**config.mk**
```make
export PLATFORM = sky130hd
export DESIGN_NAME = tipi_4bit_bus_master
export DESIGN_NICKNAME = d
export VERILOG_FILES = /design/src/rtl/tipi_4bit_bus_master.sv
export SDC_FILE = /design/constraint.sdc
export NUM_CORES = 1
export LEC_CHECK = 0
export ABC_AREA = 0
export BUFFER_PORTS_ARGS = -buffer_cell sky130_fd_sc_hd__buf_2
export CORE_MARGIN = 8
export CORE_UTILIZATION = 46
export CTS_BUF_LIST = sky130_fd_sc_hd__clkbuf_8
export CTS_CLUSTER_SIZE = 12
export DETAILED_ROUTE_END_ITERATION = 7
export GPL_TIMING_DRIVEN = 0
export PLACE_DENSITY_LB_ADDON = 0.15
export SLEW_MARGIN = 20
export SYNTH_ARGS = -nofsm -noshare
export SYNTH_HDL_FRONTEND = slang
export SYNTH_SLANG_ARGS = --single-unit
export TNS_END_PERCENT = 5
```
**constraint.sdc**
```tcl
create_clock -name clk -period 3.69 [get_ports clk]
set_input_delay 0.369 -clock clk [delete_from_list [all_inputs] [get_ports clk]]
set_output_delay 0.369 -clock clk [all_outputs]
set_load 0.01 [all_outputs]
```
**src/rtl/tipi_4bit_bus_master.sv**
```systemverilog
// TIPI nibble-bus initiator: turns single-byte register requests into fixed
// 4-bus-clock frames, and resets the responder after every read frame.
module tipi_4bit_bus_master #(
    parameter int unsigned HALF = 2
) (
    input  logic       clk,
    input  logic       reset,
    input  logic       req_valid,
    output logic       req_ready,
    input  logic [1:0] req_sel,
    input  logic [7:0] req_wdata,
    output logic       rsp_valid,
    output logic [7:0] rsp_rdata,
    output logic       bus_clk,
    output logic       bus_rst,
    output logic [3:0] bus_data_o,
    output logic       bus_data_oe,
    input  logic [3:0] bus_data_i
);

    localparam int unsigned HCNT_W = (HALF > 1) ? $clog2(HALF) : 1;
    localparam logic [HCNT_W-1:0] HCNT_LAST = HCNT_W'(HALF - 1);

    typedef enum logic [1:0] {BRST, IDLE, FRAME, DONE} state_t;

    state_t            state, state_n;
    logic [HCNT_W-1:0] hcnt, hcnt_n;
    logic [2:0]        phase, phase_n;
    logic [1:0]        sel_q, sel_n;
    logic [7:0]        wdata_q, wdata_n;
    logic [7:0]        shift_q, shift_n;

    logic              ready_d, rsp_valid_d, bus_clk_d, bus_rst_d, oe_d;
    logic [3:0]        data_d;
    logic [7:0]        rdata_d;

    logic              accept_c, half_end_c, is_write_c;

    assign accept_c   = req_valid && req_ready;
    assign half_end_c = (hcnt == HCNT_LAST);
    assign is_write_c = sel_q[1];

    // State register; every output is registered from the current state.
    always_ff @(posedge clk or posedge reset) begin
        if (reset) begin
            state       <= BRST;
            hcnt        <= '0;
            phase       <= '0;
            sel_q       <= '0;
            wdata_q     <= '0;
            shift_q     <= '0;
            req_ready   <= 1'b0;
            rsp_valid   <= 1'b0;
            rsp_rdata   <= '0;
            bus_clk     <= 1'b0;
            bus_rst     <= 1'b1;
            bus_data_o  <= '0;
            bus_data_oe <= 1'b0;
        end else begin
            state       <= state_n;
            hcnt        <= hcnt_n;
            phase       <= phase_n;
            sel_q       <= sel_n;
            wdata_q     <= wdata_n;
            shift_q     <= shift_n;
            req_ready   <= ready_d;
            rsp_valid   <= rsp_valid_d;
            rsp_rdata   <= rdata_d;
            bus_clk     <= bus_clk_d;
            bus_rst     <= bus_rst_d;
            bus_data_o  <= data_d;
            bus_data_oe <= oe_d;
        end
    end

    // Next state and output values; phase is the half-period index within
    // BRST (0..1) or FRAME (0..7, odd = bus_clk high, phase[2:1] = bus cycle).
    always_comb begin
        state_n     = state;
        hcnt_n      = hcnt;
        phase_n     = phase;
        sel_n       = sel_q;
        wdata_n     = wdata_q;
        shift_n     = shift_q;
        ready_d     = 1'b0;
        rsp_valid_d = 1'b0;
        rdata_d     = rsp_rdata;
        bus_clk_d   = 1'b0;
        bus_rst_d   = 1'b0;
        oe_d        = 1'b0;
        data_d      = '0;

        case (state)
            BRST: begin
                bus_rst_d = 1'b1;
                if (half_end_c) begin
                    hcnt_n = '0;
                    if (phase[0]) begin
                        state_n = IDLE;
                        phase_n = '0;
                    end else begin
                        phase_n = phase + 3'd1;
                    end
                end else begin
                    hcnt_n = hcnt + 1'b1;
                end
            end

            IDLE: begin
                if (accept_c) begin
                    state_n = FRAME;
                    hcnt_n  = '0;
                    phase_n = '0;
                    sel_n   = req_sel;
                    wdata_n = req_wdata;
                end else begin
                    ready_d = 1'b1;
                end
            end

            FRAME: begin
                bus_clk_d = phase[0];
                case (phase[2:1])
                    2'd0: begin
                        oe_d   = 1'b1;
                        data_d = {2'b00, sel_q};
                    end
                    2'd1: oe_d = is_write_c;
                    2'd2: begin
                        oe_d   = is_write_c;
                        data_d = is_write_c ? wdata_q[7:4] : 4'h0;
                    end
                    default: begin
                        oe_d   = is_write_c;
                        data_d = is_write_c ? wdata_q[3:0] : 4'h0;
                    end
                endcase
                // Capture in the clock that raises bus_clk for cyc2/cyc3,
                // i.e. before the responder shifts on that edge.
                if (!is_write_c && phase[2] && phase[0] && (hcnt == '0))
                    shift_n = {shift_q[3:0], bus_data_i};
                if (half_end_c) begin
                    hcnt_n  = '0;
                    phase_n = phase + 3'd1;
                    if (phase == 3'd7)
                        state_n = DONE;
                end else begin
                    hcnt_n = hcnt + 1'b1;
                end
            end

            DONE: begin
                rsp_valid_d = 1'b1;
                if (!is_write_c)
                    rdata_d = shift_q;
                hcnt_n  = '0;
                phase_n = '0;
                state_n = is_write_c ? IDLE : BRST;
            end

            default: state_n = BRST;
        endcase
    end

endmodule

```
==> run metrics, run 1 <==
Final setup viols 0; CP max FO 10; CTS max path bufs 2; num rows 22; Setup Crit Path Kind flop to flop; Cell Pwr Density around 760 mW/mm^2; Mapped Nets 149; Layout Nets 190; CTS sink count ~40; max cap viols 0; Detail Route Antenna Nets 0; Routed WL about 3000 um; most common cell in the synthesized netlist dfrtp_1; Worst setup EP type flop; aggregate global routing overflow 0; Area Growth Syn to Fin 20.3%; Setup Skew around 0.0042 ns; Seq cells post-synth between 40 and 50; Core Area about 0.0037 mm^2; largest net degree at the start of global routing 25; Synth async-reset ratio 100%; Required @ worst endpoint just under 4 ns; Inserted Diodes 0; FMAX 0.496 GHz; starting density of the core between 40% and 50%; detailed router's first-iteration violation count 27; Worst-Margin Slew 0.589 ns; Fillers just over 300; Synth area leader dfrtp_1; drt wl/cell approximately 14 um; final core utilization 57.8%; initial antenna violation count 0; synth cell count leaders dfrtp_1 (40), mux2_2 (28), ha_1 (8); Seq/Total Area, Yosys 58.4%; run status finished clean; Synth top area share between 50% and 60%; minimum clock period between 2 and 2.5 ns; number of top-level pins 34; # DRC 0; dpl hpwl around 2300 um; syn_area_per_cell about 14 um^2; die area slightly above 0.006 mm^2; Tcrit/Tclk final 54.6%; GPL Wtd Cong 0.701; fin. max-slew vios 0; Post-CTS Resized 0; final count of hold timing violations 0; H-tree depth 2; Worst-Skew Late Latency ~0.28 ns; top cells by area in the synthesized netlist dfrtp_1 (57%), mux2_2 (18%), ha_1 (5.7%); fin area between 0.002 and 0.0025 mm^2; port buffer count 33; Area after DPL between 0.002 and 0.0025 mm^2; setup_tns 0 ns; Critical Path Source Type flop; Yosys cell types 31; root buf cell clkbuf_8; Hold Buf Count CTS 0; post-synthesis cell count 124; RSZ-0062 raised after global routing false; vias in the first global route ~1100; Pre-Repair DR Iteration Count 4; Post-synth EDFFs 0; CTS clk-pin slew, worst paths 0.07 ns; Lkg Pwr between 1 and 1.5 nW; via/cell ratio slightly below 5; share of cells above drive strength 1 46.7%; Post-CTS Setup Bufs 0; crit path DAT ~2.2 ns; Vias 1059; top_reg_cell synth dfrtp_1; GRT Util Overall between 10 and 15%; synthesized area roughly 0.0018 mm^2; Ys Warns 0; Max VDD drop 0.357 mV; CTS tree yes; Die Wd 77.8 um; Die Y-Extent 77.8 um; cts bufs inserted 5; Slew headroom between 60% and 70%; first-pass GRT wire length around 5400 um; hold crit path type input port to async pin
## per-layer routing
layer	track usage [%]	wire length, um	part of all wire (%)	vias up
met2	17.1	1430	48	32
met5	0	0	0	-
li1	-	-	-	517
met3	5.41	213	7.2	0
met4	2.83	0	0	0
met1	13.1	1320	44	510
## placed cells by master (no fill, tap or decap), drive strengths merged, types with 2 or more instances in the layout
cell type / instances
a21oi: 3
buf: 37
clkbuf: 6
dfrtp: 40
ha: 8
inv: 6
mux2: 28
mux2i: 4
nand2: 3
nand3: 3
nor2: 3
nor2b: 2
o21a: 2
o21bai: 2
## through the flow
| stage | hold slack, ns | cells | setup slack (ns) | power (mW) |
|---|---|---|---|---|
| 2_1_floorplan | 0.474 | 124 | 1.89 | 1.13 |
| 3_3_place_gp | 0.481 | 205 | 1.69 | 1.26 |
| 3_5_place_dp | 0.387 | 206 | 1.64 | 1.30 |
| 4_1_cts | 0.0749 | 213 | 1.63 | 1.64 |
| 5_1_grt | 0.0839 | 213 | 1.53 | 1.75 |
| 6_report | 0.0695 | 213 | 1.67 | 1.62 |
## state kept, by name, indices dropped and copies added, names as in the netlist
name and count:
bus_clk 1, bus_data_o 4, bus_data_oe 1, rsp_valid 1
shift_q 8, half_end_c 1, wdata_q 8, bus_rst 1
state 2, sel_q 2, req_ready 1, phase 3
rsp_rdata 8
## where the power goes
group,total [mW],internal [mW],switching (mW)
clock,0.336,0.196,0.140
sequential,0.690,0.603,0.0869
combinational,0.591,0.303,0.289
## cell type report
class / instances / area [um^2] / area share, %
Sequential cell: 41 / 1030 / 48.6
Multi-Input combinational cell: 73 / 683 / 32.3
Timing Repair Buffer: 34 / 193 / 9.11
Clock buffer: 5 / 68.8 / 3.25
Tap cell: 48 / 60.1 / 2.84
Clock inverter: 2 / 35.0 / 1.66
Buffer: 4 / 25.0 / 1.18
Inverter: 6 / 22.5 / 1.07
## kinds of logic (layout without fill, tap and decap cells)
kind of cell,count (synthesis),after routing,synth area share (%)
flops,41,41,58.4
mux,32,32,20.2
simple gates,18,18,6.62
compound gates,15,15,6.33
buf+inv,10,51,2.70
fa+ha+maj,8,8,5.69
## worst max-delay path, stage by stage, from the launching register on
cell     delay, ns
dfrtp_1       0.42
inv_1         0.14
ha_1          0.17
buf_6         0.13
and2_4        0.14
nor4b_4       0.50
mux2_2        0.40
## worst paths after layout
check,startpoint,endpoint,depth (start not counted),slack (ns)
setup reg to reg,state[0],shift_q[2],6,1.67
hold reg to reg,rsp_rdata[4],rsp_rdata[4],1,0.50
hold / removal,reset,bus_data_o[3],2,0.07
max in group asynchronous,reset,bus_rst,3,3.10
setup / recovery,state[0],shift_q[2],6,1.67
min in group clk,req_wdata[3],wdata_q[3],2,0.31
Power figures use the tool's default switching activity.
==> inputs of run 2 (changes only) <==
==> constraint.sdc (replaced) <==
create_clock -name clk -period 1.87 [get_ports clk]
set_input_delay 0.187 -clock clk [delete_from_list [all_inputs] [get_ports clk]]
set_output_delay 0.187 -clock clk [all_outputs]
set_load 0.01 [all_outputs]
==> run metrics, run 2 (synthesized netlist as in run 1, its figures left out) <==
aggregate global routing overflow 0; Core Area approximately 0.0037 mm^2; CTS tree yes; net switching power between 1 and 1.5 mW; biggest regs rsp_rdata (8), shift_q (8), wdata_q (8); most frequent cells in the layout dfrtp_1 (39), buf_2 (35), mux2_2 (28); hold crit path type input port to flop; H-tree depth 2; share of cells above drive strength 1 between 40% and 50%; Vias between 1000 and 1500; Detail Route Antenna Nets 0; dpl ws -0.182 ns; Pre-Repair DR Iteration Count 4; fin. max-slew vios 0; Worst-Margin Slew 0.492 ns; dpl hpwl 2280 um; fin area 0.00214 mm^2; die area about 0.0061 mm^2; Routed WL between 3000 and 4000 um; Setup Crit Path Kind flop to flop; Required @ worst endpoint between 2 and 2.5 ns; Sequential Power Share 42.7%; vias in the first global route approximately 1100; run status finished clean; RSZ-0062 raised after global routing true; CTS sink count 41; commonest non-fill, non-tap cell in the layout dfrtp_1; # DRC 0; Tcrit/Tclk final between 90% and 100%; Worst Hold Slack 0.132 ns; CTS max path bufs 2; port buffer count 33; via/cell ratio around 4.9; Inserted Diodes 0; Critical Path Source Type flop; clock share of power 20.7%; Lkg Pwr between 1 and 1.5 nW; P_int approximately 2.2 mW; max cap viols 0; minimum clock period around 1.8 ns; GRT Util Overall 11.1%; Layout Nets ~190; detailed router's first-iteration violation count 34; Max VDD drop ~0.71 mV; Area Growth Syn to Fin 21.8%; power share of the combinational group 36.6%; Slew headroom between 60% and 70%; Final WS setup between 0.07 and 0.08 ns; starting density of the core 48.0%; Die Y-Extent approximately 80 um; CTS clk-pin slew, worst paths ~0.070 ns; initial antenna violation count 0; Setup Skew just over 0.004 ns; Worst-Skew Late Latency around 0.28 ns; Area after DPL slightly above 0.002 mm^2; number of top-level pins 34; FMAX roughly 0.56 GHz; first-pass GRT wire length 5440 um; num rows 22; flop2flop setup slack between 0.07 and 0.08 ns; final count of hold timing violations 0; root buf cell clkbuf_8; cts bufs inserted 5; CP max FO 10; largest net degree at the start of global routing 25; Worst setup EP type flop; final core utilization roughly three fifths; GPL Wtd Cong between 0.7 and 0.8; Net Sw Frac between 30% and 40%; crit path DAT around 2 ns; Cell Pwr Density 1500 mW/mm^2; Final setup viols 0; Die Wd 77.8 um; drt wl/cell roughly 14 um
-- run 2: cell count changes in the layout (fill, tap and decap cells not counted) --
| cell | delta |
|---|---|
| dlygate4sd3_1 | +1 |
| buf_4 | +2 |
| dfrtp_2 | +1 |
| inv_2 | +1 |
| inv_1 | -1 |
| dfrtp_1 | -1 |
-- run 2: timing repair --
action	CTS	global route
endpoints found under the hold margin	17	0
gates resized for setup	0	2
setup endpoints to repair	8	10
hold buffers	1	0
buffers inserted	2	0
-- run 2: layer usage --
| layer | wire [um] | vias to the layer above | GRT usage, % |
|---|---|---|---|
| met2 | 1480 | 29 | 17.2 |
| met1 | 1350 | 514 | 13.4 |
| met4 | 0 | 0 | 2.83 |
| met5 | 0 | - | 0 |
| li1 | - | 523 | - |
| met3 | 205 | 0 | 5.41 |
-- run 2: path summary, 6_finish.rpt --
check                              from       endpoint  depth (start not counted)
min in group asynchronous         reset  bus_data_o[3]                          3
max in group asynchronous         reset        bus_rst                          4
hold reg to reg            rsp_rdata[4]   rsp_rdata[4]                          1
hold / removal             req_wdata[3]     wdata_q[3]                          2
setup / recovery               state[0]     shift_q[2]                          7
setup reg to reg               state[0]     shift_q[2]                          7
-- run 2: power groups by stage --
stage	clock (mW)	sequential (mW)	combinational (mW)
global route	0.735	1.42	1.30
global placement	0	1.36	1.12
floorplan	0	1.39	0.839
detailed placement	0	1.38	1.18
CTS	0.686	1.36	1.19
finish	0.664	1.37	1.17
-- run 2: worst max-delay path: stages, from the launching register on --
cell,delay [ns]
dfrtp_2,0.44
inv_2,0.09
ha_1,0.16
buf_6,0.13
and2_4,0.14
nor4b_4,0.20
buf_4,0.19
mux2_2,0.34
-- run 2: cell type report --
class                   instances  area (um^2)
multi-input cells              73          683
plain buffers                   4         25.0
inverters                       6         22.5
clock inverters                 2         35.0
well taps                      48         60.1
fillers                       302         1520
flip-flops and latches         41         1030
repair buffers                 37          218
clock buffers                   5         68.8
-- run 2: stage by stage --
step           total power, mW  std cells  TNS, ns
5_1_grt                   3.45        216   -0.172
2_1_floorplan             2.23        124        0
3_5_place_dp              2.56        206    -1.38
4_1_cts                   3.24        216        0
3_3_place_gp              2.48        205    -1.00
6_report                  3.20        216        0
